`src/rtl/sccb_target.sv`:
```
// SCCB/I2C-style register target: 7-bit device address, 16-bit register pointer,
// burst writes and reads with pointer auto-increment, open-drain SDA via sda_t.
module sccb_target #(
    parameter logic [6:0]  DEV_ADDR   = 7'h3C,
    parameter int unsigned RD_LATENCY = 2
) (
    input  logic        clk_in,
    input  logic        rst_in,
    input  logic        scl_i,
    input  logic        sda_i,
    output logic        sda_o,
    output logic        sda_t,
    output logic        wr_valid,
    output logic [15:0] wr_addr,
    output logic [7:0]  wr_data,
    output logic        rd_req,
    output logic [15:0] rd_addr,
    input  logic [7:0]  rd_data,
    output logic        busy,
    output logic [3:0]  state_out
);

    localparam logic [3:0] IDLE     = 4'd0;
    localparam logic [3:0] DEV_ADR  = 4'd1;
    localparam logic [3:0] ADDR_ACK = 4'd2;
    localparam logic [3:0] REG_HI   = 4'd3;
    localparam logic [3:0] REG_LO   = 4'd4;
    localparam logic [3:0] WR_DATA  = 4'd5;
    localparam logic [3:0] WR_ACK   = 4'd6;
    localparam logic [3:0] RD_FETCH = 4'd7;
    localparam logic [3:0] RD_DATA  = 4'd8;
    localparam logic [3:0] RD_ACK   = 4'd9;
    localparam logic [3:0] IGNORE   = 4'd10;

    logic [1:0]  scl_sync, sda_sync;
    logic        scl_d, sda_d;
    logic [1:0]  warm;
    logic        scl_s, sda_s, ev_ok;
    logic        scl_rise, scl_fall, start_ev, stop_ev;

    logic [3:0]  state, ack_next;
    logic [2:0]  bit_cnt;
    logic [7:0]  shreg, byte_in, fetch_byte;
    logic [15:0] ptr, ptr_inc;
    logic        rw, ack_drv, have_data, last_bit;
    logic [3:0]  lat_cnt;

    assign sda_o     = 1'b0;
    assign state_out = state;

    // Two-flop synchronizers plus one delay stage for edge detection
    always_ff @(posedge clk_in or negedge rst_in) begin
        if (!rst_in) begin
            scl_sync <= 2'b11;
            sda_sync <= 2'b11;
            scl_d    <= 1'b1;
            sda_d    <= 1'b1;
            warm     <= 2'd0;
        end else begin
            scl_sync <= {scl_sync[0], scl_i};
            sda_sync <= {sda_sync[0], sda_i};
            scl_d    <= scl_sync[1];
            sda_d    <= sda_sync[1];
            if (warm != 2'd3) warm <= warm + 2'd1;
        end
    end

    // Events are masked until the pipeline holds real pin values, so a bus caught
    // mid-transaction at reset release cannot fake a START from the reset-to-1 flops.
    always_comb begin
        scl_s    = scl_sync[1];
        sda_s    = sda_sync[1];
        ev_ok    = (warm == 2'd3);
        scl_rise = ev_ok & scl_s & ~scl_d;
        scl_fall = ev_ok & ~scl_s & scl_d;
        start_ev = ev_ok & scl_s & scl_d & sda_d & ~sda_s;
        stop_ev  = ev_ok & scl_s & scl_d & ~sda_d & sda_s;
        byte_in  = {shreg[6:0], sda_s};
        last_bit = (bit_cnt == 3'd7);
        ptr_inc  = ptr + 16'd1;
        // Read data may land in the same cycle as the SCL fall that launches the MSB
        fetch_byte = (lat_cnt == 4'd0 && !have_data) ? rd_data : shreg;
    end

    // Protocol state machine and all registered outputs
    always_ff @(posedge clk_in or negedge rst_in) begin
        if (!rst_in) begin
            state     <= IDLE;
            ack_next  <= IDLE;
            bit_cnt   <= 3'd0;
            shreg     <= 8'h00;
            ptr       <= 16'h0000;
            rw        <= 1'b0;
            ack_drv   <= 1'b0;
            have_data <= 1'b0;
            lat_cnt   <= 4'd0;
            sda_t     <= 1'b1;
            wr_valid  <= 1'b0;
            wr_addr   <= 16'h0000;
            wr_data   <= 8'h00;
            rd_req    <= 1'b0;
            rd_addr   <= 16'h0000;
            busy      <= 1'b0;
        end else begin
            wr_valid <= 1'b0;
            rd_req   <= 1'b0;
            if (stop_ev) begin
                state   <= IDLE;
                sda_t   <= 1'b1;
                bit_cnt <= 3'd0;
                ack_drv <= 1'b0;
                busy    <= 1'b0;
            end else if (start_ev) begin
                // Repeated START keeps the pointer and busy
                state   <= DEV_ADR;
                sda_t   <= 1'b1;
                bit_cnt <= 3'd0;
                ack_drv <= 1'b0;
            end else begin
                case (state)
                    DEV_ADR: if (scl_rise) begin
                        shreg   <= byte_in;
                        bit_cnt <= bit_cnt + 3'd1;
                        if (last_bit) begin
                            if (byte_in[7:1] == DEV_ADDR) begin
                                state <= ADDR_ACK;
                                rw    <= byte_in[0];
                                busy  <= 1'b1;
                            end else begin
                                state <= IGNORE;
                                busy  <= 1'b0;
                            end
                        end
                    end
                    ADDR_ACK: begin
                        if (scl_fall && !ack_drv) begin
                            sda_t   <= 1'b0;
                            ack_drv <= 1'b1;
                        end else if (rw && scl_rise && ack_drv) begin
                            // Fetch during the ACK high phase; ACK stays driven until the fall
                            ack_drv   <= 1'b0;
                            state     <= RD_FETCH;
                            rd_req    <= 1'b1;
                            rd_addr   <= ptr;
                            lat_cnt   <= 4'(RD_LATENCY);
                            have_data <= 1'b0;
                        end else if (!rw && scl_fall && ack_drv) begin
                            ack_drv <= 1'b0;
                            sda_t   <= 1'b1;
                            state   <= REG_HI;
                        end
                    end
                    REG_HI, REG_LO, WR_DATA: if (scl_rise) begin
                        shreg   <= byte_in;
                        bit_cnt <= bit_cnt + 3'd1;
                        if (last_bit) begin
                            state <= WR_ACK;
                            if (state == REG_HI) begin
                                ptr[15:8] <= byte_in;
                                ack_next  <= REG_LO;
                            end else if (state == REG_LO) begin
                                ptr[7:0] <= byte_in;
                                ack_next <= WR_DATA;
                            end else begin
                                wr_valid <= 1'b1;
                                wr_addr  <= ptr;
                                wr_data  <= byte_in;
                                ptr      <= ptr_inc;
                                ack_next <= WR_DATA;
                            end
                        end
                    end
                    WR_ACK: if (scl_fall) begin
                        if (!ack_drv) begin
                            sda_t   <= 1'b0;
                            ack_drv <= 1'b1;
                        end else begin
                            sda_t   <= 1'b1;
                            ack_drv <= 1'b0;
                            state   <= ack_next;
                        end
                    end
                    RD_FETCH: begin
                        if (lat_cnt != 4'd0) begin
                            lat_cnt <= lat_cnt - 4'd1;
                        end else if (!have_data) begin
                            shreg     <= rd_data;
                            have_data <= 1'b1;
                        end
                        if (scl_fall) begin
                            shreg   <= fetch_byte;
                            sda_t   <= fetch_byte[7];
                            bit_cnt <= 3'd0;
                            state   <= RD_DATA;
                        end
                    end
                    RD_DATA: if (scl_fall) begin
                        bit_cnt <= bit_cnt + 3'd1;
                        if (last_bit) begin
                            sda_t <= 1'b1;
                            state <= RD_ACK;
                        end else begin
                            sda_t <= shreg[6];
                            shreg <= {shreg[6:0], 1'b0};
                        end
                    end
                    RD_ACK: if (scl_rise) begin
                        if (!sda_s) begin
                            ptr       <= ptr_inc;
                            rd_req    <= 1'b1;
                            rd_addr   <= ptr_inc;
                            lat_cnt   <= 4'(RD_LATENCY);
                            have_data <= 1'b0;
                            state     <= RD_FETCH;
                        end else begin
                            state <= IGNORE;
                            busy  <= 1'b0;
                        end
                    end
                    IDLE, IGNORE: ;
                    default: state <= IDLE;
                endcase
            end
        end
    end

endmodule

```
`config.mk`:
```
export PLATFORM = sky130hd
export DESIGN_NAME = sccb_target
export DESIGN_NICKNAME = d
export VERILOG_FILES = /design/src/rtl/sccb_target.sv
export SDC_FILE = /design/constraint.sdc
export NUM_CORES = 1
export LEC_CHECK = 0
export ABC_AREA = 0
export CAP_MARGIN = 30
export CORE_ASPECT_RATIO = 1.1
export CORE_MARGIN = 2
export CORE_UTILIZATION = 56
export DETAILED_ROUTE_END_ITERATION = 16
export GPL_ROUTABILITY_DRIVEN = 0
export PLACE_DENSITY = 0.79
export SLEW_MARGIN = 20
export SYNTH_ARGS = -nofsm -noshare
export SYNTH_HDL_FRONTEND = slang
export SYNTH_SLANG_ARGS = --single-unit
```
`constraint.sdc`:
```
create_clock -name clk_in -period 5.55 [get_ports clk_in]
set_input_delay 1.11 -clock clk_in [delete_from_list [all_inputs] [get_ports clk_in]]
set_output_delay 1.11 -clock clk_in [all_outputs]
set_load 0.02 [all_outputs]
```
Word-level counts from Yosys, hierarchy flattened
Cells that the tools add are included.

Output and inout bits: 49. Flip-flop bits (word level): 94. Word-level logic and storage cells: 232. Input bits: 12.

Reduce and logical (&&, ||, !) cells: 38. Bitwise operators: 17. Add/sub/neg operators: 4. Mux-type cells: 98. Eq/ne operators: 52.

Operators with widths (number): 16-bit 2-to-1 mux (6); 4-bit 2-to-1 mux (22); 8-bit 2-to-1 mux (11); 16-bit case mux with 2 select lines (2); 4-bit != test, second input constant (11); 1-bit 2-to-1 mux (43); 8-bit AND reduction (5); 4-bit case mux with 8 select lines (1); 3-bit != test, second input constant (9); 2-bit != test, second input constant (12); 8-bit case mux with 3 select lines (1); 6-bit AND reduction (3); 16-bit by 1-bit adder with 16-bit output, second input constant (1); 4-bit by 3-bit == test with 1-bit output, second input constant (4); 3-bit 2-to-1 mux (5); 5-bit != test, second input constant (3); 7-bit AND reduction (2); 13-bit AND reduction (1); 4-bit == test, second input constant (3); 4-bit case mux with 3 select lines (1); 1-bit AND (9); 3-bit case mux with 3 select lines (1); 9-bit AND reduction (1); 3-bit nonzero test (3); other kinds (28) (49).

Logic depth before layout (Yosys ltp)
Gate-level depths: netlist of run 1.

Depth in word-level cells: 11. Gate-level depth with buffers: 9. Depth with buffers taken out: 7.

Least setup slack after synthesis of run 1
No wires, ideal clock.

Path type: reg-to-reg. From: register state[0], in the netlist state_out[0]. To: register state[1], in the netlist state_out[1]. Library setup time: 0.122 ns. Path buffers: 1. Slack: 3.551 ns. Data required time: 5.428 ns. Data arrival time: 1.877 ns. Cell stages (with the launch flop): 7. Cell sequence: dfrtp_1 > buf_6 > or4b_4 > o21bai_4 > a2bb2oi_2 > and2_4 > a32o_1.

Cells in the longest elaborated chain, start to end: 5. Elaborated cells on any way between the ends: 30. Classes of those cells: 23 x eq/ne; 3 x mux; 4 x reduce/logical.

Ends and longest elaborated chain: from (decl) (RTL line 41) `logic [3:0] state, ack_next;`; from (signal assigned) (RTL line 180) `state <= ack_next;`; 4-bit by 2-bit == test with 1-bit output (tied with other cells) (RTL line 120) `case (state)`; 3-bit OR reduction or 2-bit OR reduction (tied branches) (RTL line 120); 4-bit case mux with 8 select lines (RTL line 120); 4-bit 2-to-1 mux (RTL line 113) `end else if (start_ev) begin`; 4-bit 2-to-1 mux (RTL line 107) `if (stop_ev) begin`.

Several ways; a longest one is shown, not always the timed one. A chain may end at the register's enable or synchronous reset.

Worst setup path in the final report of run 1
From: register state[2], in the netlist state_out[2]. To: output state_out[2].

RTL lines: to (decl) (RTL line 20) `output logic [3:0] state_out`.

No word-level cell between the ends.

==> results of run 1 <==
## cell type report
type	count	area share, %
clock buffers	10	2.34
clock inverters	6	1.21
inverters	11	0.723
multi-input cells	382	43.1
flip-flops and latches	92	39.3
well taps	114	2.42
repair buffers	64	10.9
## layout by cell type, fill, tap and decap left out, types with 3 or more instances in the layout
cell,n
mux2i_1,4
nand3b_1,8
and3_1,7
o22a_1,5
xnor2_1,8
nor4_1,3
nor2_1,34
dfrtp_1,85
nor3_1,7
nor3b_1,5
a21oi_1,40
nand2_1,57
dfstp_2,7
nand4_1,3
nor2b_1,5
mux2_2,34
a22oi_1,3
ha_1,5
a31oi_1,6
o21ai_1,11
nand2b_1,6
clkdlybuf4s50_1,58
inv_1,9
o21ai_0,36
a21o_1,4
buf_4,4
a211o_1,4
xor2_1,9
clkbuf_8,10
nand3_1,21
## worst paths after layout
| kind | end | slack (ns) | cells past startpoint |
|---|---|---|---|
| setup / recovery | state_out[2] | 2.38 | 1 |
| min in group asynchronous | rd_addr[7] | 0.66 | 1 |
| max in group asynchronous | rw | 3.83 | 2 |
| hold / removal | scl_sync[1] | 0.36 | 0 |
| hold reg to reg | scl_sync[1] | 0.36 | 0 |
| setup reg to reg | ptr[11] | 2.84 | 6 |
## cells by family after synthesis
family | after synthesis | synth area share [%]
buffers and inverters | 48 | 5.07
multiplexers | 38 | 8.28
AO/OA/AOI/OAI | 137 | 17.4
adder cells (fa/ha/maj) | 5 | 1.22
AND/OR/NAND/NOR | 184 | 19.8
flip-flops | 92 | 45.2
other | 1 | 0.0734
XOR/XNOR | 17 | 2.91
## flip-flops by register name, summed over array words and instances, names as in the netlist, 3 cells and up
name and count:
rd_addr 16, lat_cnt 4, state_out 4, wr_addr 16, bit_cnt 3, shreg 8, ptr 16, wr_data 8
## routing by layer
layer / vias up / wire, um / global-route usage [%]
li1: 1953 / - / -
met2: 133 / 5750 / 41.0
met1: 1986 / 4830 / 32.3
met5: - / 0 / 0
met3: 29 / 560 / 3.62
met4: 0 / 354 / 12.0
## synth_stat cells, types with 3 or more instances
cell type	number	share of area, %
dfrtp_1	85	42
nand2_1	57	4.2
a21oi_1	40	3.9
o21ai_0	36	3.5
mux2_2	34	7.5
nor2_1	34	2.5
nand3_1	21	2.1
buf_2	13	1.3
clkbuf_1	11	0.81
o21ai_1	11	1.1
inv_1	9	0.66
xor2_1	9	1.5
nand3b_1	8	1.2
xnor2_1	8	1.4
and3_1	7	0.86
dfstp_2	7	3.6
nor3_1	7	0.69
a31oi_1	6	0.73
buf_6	6	1.3
nand2b_1	6	0.73
ha_1	5	1.2
nor2b_1	5	0.61
nor3b_1	5	0.73
o22a_1	5	0.86
a211o_1	4	0.69
a21o_1	4	0.59
buf_4	4	0.59
mux2i_1	4	0.78
a22oi_1	3	0.44
nand4_1	3	0.37
nor4_1	3	0.37
## power by group through the flow
stage | Combinational (mW) | Clock (mW) | Sequential [mW]
after global routing | 0.0614 | 0.509 | 0.702
final | 0.0547 | 0.477 | 0.700
after global placement | 0.0544 | 0 | 0.712
after CTS | 0.0556 | 0.488 | 0.699
after floorplan | 0.0339 | 0 | 0.703
after detailed placement | 0.0555 | 0 | 0.713
## per-stage QoR
stage,area [um2],utilization [%],power [mW],std cells,setup WS [ns]
finish,5880,66.3,1.23,679,2.38
global route,5880,66.3,1.27,679,2.28
CTS,5860,66.1,1.24,677,2.30
detailed placement,5650,63.7,0.768,661,2.73
global placement,5640,63.5,0.767,660,2.78
floorplan,5110,-,0.737,522,3.55
==> metrics.cfg, run 1 <==
[logic_synthesis]
yosys.cell_types.count = 82
synthCells = 522
ys_seq_elements = 92
synthArstFlopShare_pct = 100
syn_area_per_cell_um2 = 9.79
syn-cell-area_mm2 = 0.00511
synthFlopType = dfrtp_1
synth_edf_count = 0
seq_area_frac_synth_pct = 45.2
syn_nets = 539
ys_warn_count = 0

[sta]
skew_ns = 0.0170
final-setup-viol-count = 0
relSlewSlack_pct = 40.3
fin_tns_setup_ns = 0
whs_ns = 0.360
hold_violations = 0
drv_slew = 0
rsz0062_at_grt = false
period_share_pct = 57.2
min_period_ns = 3.17
max_freq_mhz = 315
worstMarginPinSlew_ns = 0.895

[power_and_ir_drop]
power.clock.fraction_pct = 38.7
p_leak_nw = 2.46
power_density_mw_per_mm2 = 209
peakVddDrop_mv = 0.189
pwr-share-comb_pct = 4.4
p_switching_mw = 0.301
pwr-share-seq_pct = 56.8
switching_share_pct = 24.4
power.internal_mw = 0.931

[critical_path]
critPathTopFamily = flip-flops
slowest_delay_ns = 0.94
worstPathRequired_ns = 4.44
criticalPathCategory = reg2out
worstSetupStartpointType = flop
path_cells = clkdlybuf4s50_1
arrival_ns = 2.06
r2r_start = state_out[2]
critPathSlowestCell = dfrtp_1
crit_start = state_out[2]
crit_buf_inv = 1
cp_max_fo = 28
critPathCaptureType = output pin

[finish]
drive_gt1_share_pct = 15.4
n_antenna_cell = 0
nets = 577
area_growth_pct = 15.2
filler_cell_count = 694
multi_input_area_mm2 = 0.00254
regArea_mm2 = 0.00231

[detailed_routing]
dr.pass1.iters = 5
antenna_left = 0
dr_total_vias = 4101
drt_iter0_drc = 200
drcViolationCount = 0
detail_route.wl_per_cell_um = 16.9
routed_wl_um = 11500
vias_per_cell = 6.04

[floorplanning]
core-area_mm2 = 0.00887
die_h_um = 104
dieArea_mm2 = 0.00990
rows = 36
io_pins = 61
die_w_um = 95.1
start_util_pct = 57.6

[global_route]
grt_pass1_wl_um = 19400
grt-ovfl-total = 0
grt_pass1_vias = 3914
antenna_found_initial = 0
grt_util_all_layers_pct = 25.1
grt_max_degree = 59

[clock_tree]
clk_pin_slew_worst_paths_ns = 0.09
cts_setup_buffers = 0
ctsLongestPathBuffers = 2
clock_sinks = 92
htreeDepth = 3
ctsHoldBuffers = 0
tritoncts = built
insertion_delay_ns = 0.39
cts-root-buf = clkbuf_8
ctsResizeCount = 0
cts_buffers = 9

[run_status]
status = complete, no violations

[placement]
dp_hpwl_um = 8010
portBuffers = 59

[run]
cap_violations = 0

[hold_path]
hp-class = reg2reg
hp-start = scl_sync[0]

Power figures use the tool's default switching activity.
==> run 2, diff against run 1 <==
--- a/config.mk
+++ b/config.mk
@@ -9,10 +9,10 @@
 export CAP_MARGIN = 30
 export CORE_ASPECT_RATIO = 1.1
 export CORE_MARGIN = 2
-export CORE_UTILIZATION = 56
+export CORE_UTILIZATION = 51
 export DETAILED_ROUTE_END_ITERATION = 16
 export GPL_ROUTABILITY_DRIVEN = 0
-export PLACE_DENSITY = 0.79
+export PLACE_DENSITY = 0.76
 export SLEW_MARGIN = 20
 export SYNTH_ARGS = -nofsm -noshare
 export SYNTH_HDL_FRONTEND = slang
==> constraint.sdc (replaced) <==
create_clock -name clk_in -period 2.9 [get_ports clk_in]
set_input_delay 0.58 -clock clk_in [delete_from_list [all_inputs] [get_ports clk_in]]
set_output_delay 0.58 -clock clk_in [all_outputs]
set_load 0.02 [all_outputs]
==> run 2 against run 1 <==
Net effect:
- clock power increased by 100%
- final cell count increased by 1.9%
- clock skew decreased by 0.0075 ns
- via count increased by 0.83%
- sequential power increased by 93%
- critical endpoint is now state_out[0]
==> metrics.cfg, run 2 (synthesis gave the netlist of run 1 again) <==
[detailed_routing]
dr_total_vias = 4135  ; +0.83%
antenna_left = 0  ; unchanged
drt_iter0_drc = 236  ; +18%
detail_route.wl_per_cell_um = 17.1  ; +1.2%
wl_met3_um = 617  ; +10%
routed_wl_um = 11900  ; +3.2%
drcViolationCount = 0  ; unchanged
top_layer = met4
vias_per_cell = 5.98  ; -1.1%
dr.pass1.iters = 5  ; unchanged
met2WireLength_um = 5780  ; +0.56%
m1WireLength_um = 5110  ; +5.8%

[floorplanning]
start_util_pct = 52.2  ; -5.4 points
die_h_um = 109  ; +4.6%
core-area_mm2 = 0.00979  ; +10%
io_pins = 61  ; unchanged
dieArea_mm2 = 0.0108  ; +9.4%
rows = 38  ; +5.6%
die_w_um = 99.4  ; +4.6%

[sta]
drv_slew = 0  ; unchanged
skew_ns = 0.00949  ; -0.00748 ns
rsz0062_at_grt = false
final-setup-viol-count = 0  ; unchanged
hold_violations = 0  ; unchanged
layout_setup_ws_ns = 0.359  ; -2.02 ns
relSlewSlack_pct = 47.9  ; +7.6 points
max_freq_mhz = 394
min_period_ns = 2.54
fin_tns_setup_ns = 0  ; unchanged
period_share_pct = 87.6
whs_ns = 0.163  ; -0.196 ns
worstMarginPinSlew_ns = 0.781  ; -0.114 ns

[critical_path]
path_cells = clkdlybuf4s50_1
worstSetupStartpointType = flop
worstPathRequired_ns = 2.32  ; -2.12 ns
critPathTopFamily = flip-flops
arrival_ns = 1.96  ; -0.10 ns
crit_buf_inv = 1  ; unchanged
critPathSlowestCell = dfrtp_1
cp_max_fo = 22  ; -21%
slowest_delay_ns = 0.85  ; -0.09 ns
critPathCaptureType = output pin
criticalPathCategory = reg2out

[finish]
top_regs = ptr (16), rd_addr (16), wr_addr (16)
utilization_pct = 60.8  ; -5.5 points
most-common-layout-cells = dfrtp_1, clkdlybuf4s50_1, nand2_1, a21oi_1, o21ai_0
drive_gt1_share_pct = 16.3  ; +0.86 points
area_growth_pct = 16.6
n_antenna_cell = 0  ; unchanged
layout_commonest_cell = dfrtp_1
nets = 584  ; +1.2%

[clock_tree]
ctsResizeCount = 0  ; unchanged
cts_setup_buffers = 0  ; unchanged
ctsHoldBuffers = 0  ; unchanged
cts-root-buf = clkbuf_8
clock_sinks = 92  ; unchanged
ctsLongestPathBuffers = 2  ; unchanged
clk_pin_slew_worst_paths_ns = 0.09  ; about the same
insertion_delay_ns = 0.37  ; -0.02 ns
htreeDepth = 3  ; unchanged
tritoncts = built
cts_buffers = 9  ; unchanged

[run]
cap_violations = 0  ; unchanged

[global_route]
grt_util_all_layers_pct = 22.8  ; -2.2 points
grt_max_degree = 57  ; -3.4%
grt_pass1_wl_um = 19600  ; +0.57%
antenna_found_initial = 0  ; unchanged
grt-ovfl-total = 0  ; unchanged
grt_pass1_vias = 4012  ; +2.5%

[placement]
pre_cts_slack_ns = 0.480  ; -2.25 ns
dp_hpwl_um = 8210  ; +2.4%
portBuffers = 59  ; unchanged

[power_and_ir_drop]
peakVddDrop_mv = 0.231  ; +22%
power.total_mw = 2.43  ; +97%
p_leak_nw = 2.50  ; +1.8%
power_density_mw_per_mm2 = 408  ; +95%

[hold_path]
hp-class = in2async

[run_status]
status = complete, no violations

run 2: path summary, 6_finish.rpt:
path	slack, ns	cells after the start	endpoint	from
max	0.36	1	state_out[0]	state_out[0]
max reg2reg	0.46	6	ptr[15]	state_out[3]
max in group asynchronous	2.07	2	lat_cnt[0]	rst_in
min	0.16	1	rd_addr[15]	rst_in
min in group clk_in	0.36	0	sda_sync[1]	sda_sync[0]
min reg2reg	0.36	0	sda_sync[1]	sda_sync[0]
run 2: report_power, final:
group	switching, mW	internal [mW]
sequential	0.0402	1.31
clock	0.464	0.513
combinational	0.0616	0.0484
run 2: per-layer routing:
| metal | vias up | track usage (%) |
|---|---|---|
| li1 | 1963 | - |
| met1 | 2022 | 29.0 |
| met2 | 121 | 38.2 |
| met3 | 29 | 4.94 |
| met4 | 0 | 9.00 |
| met5 | - | 0 |
run 2: cell type report:
| class | instances | area (um2) |
|---|---|---|
| clock buffer | 11 | 141 |
| clock inverter | 5 | 82.6 |
| fill | 846 | 3840 |
| inverter | 11 | 42.5 |
| multi-input combinational | 382 | 2540 |
| sequential | 92 | 2310 |
| tap | 120 | 150 |
| timing repair buffer | 71 | 691 |
run 2: through the flow:
step                      area (um2)  cells
final                           5960    692
after global routing            5960    692
after CTS                       5950    691
after detailed placement        5730    675
after global placement          5730    675
after floorplan                 5110    522
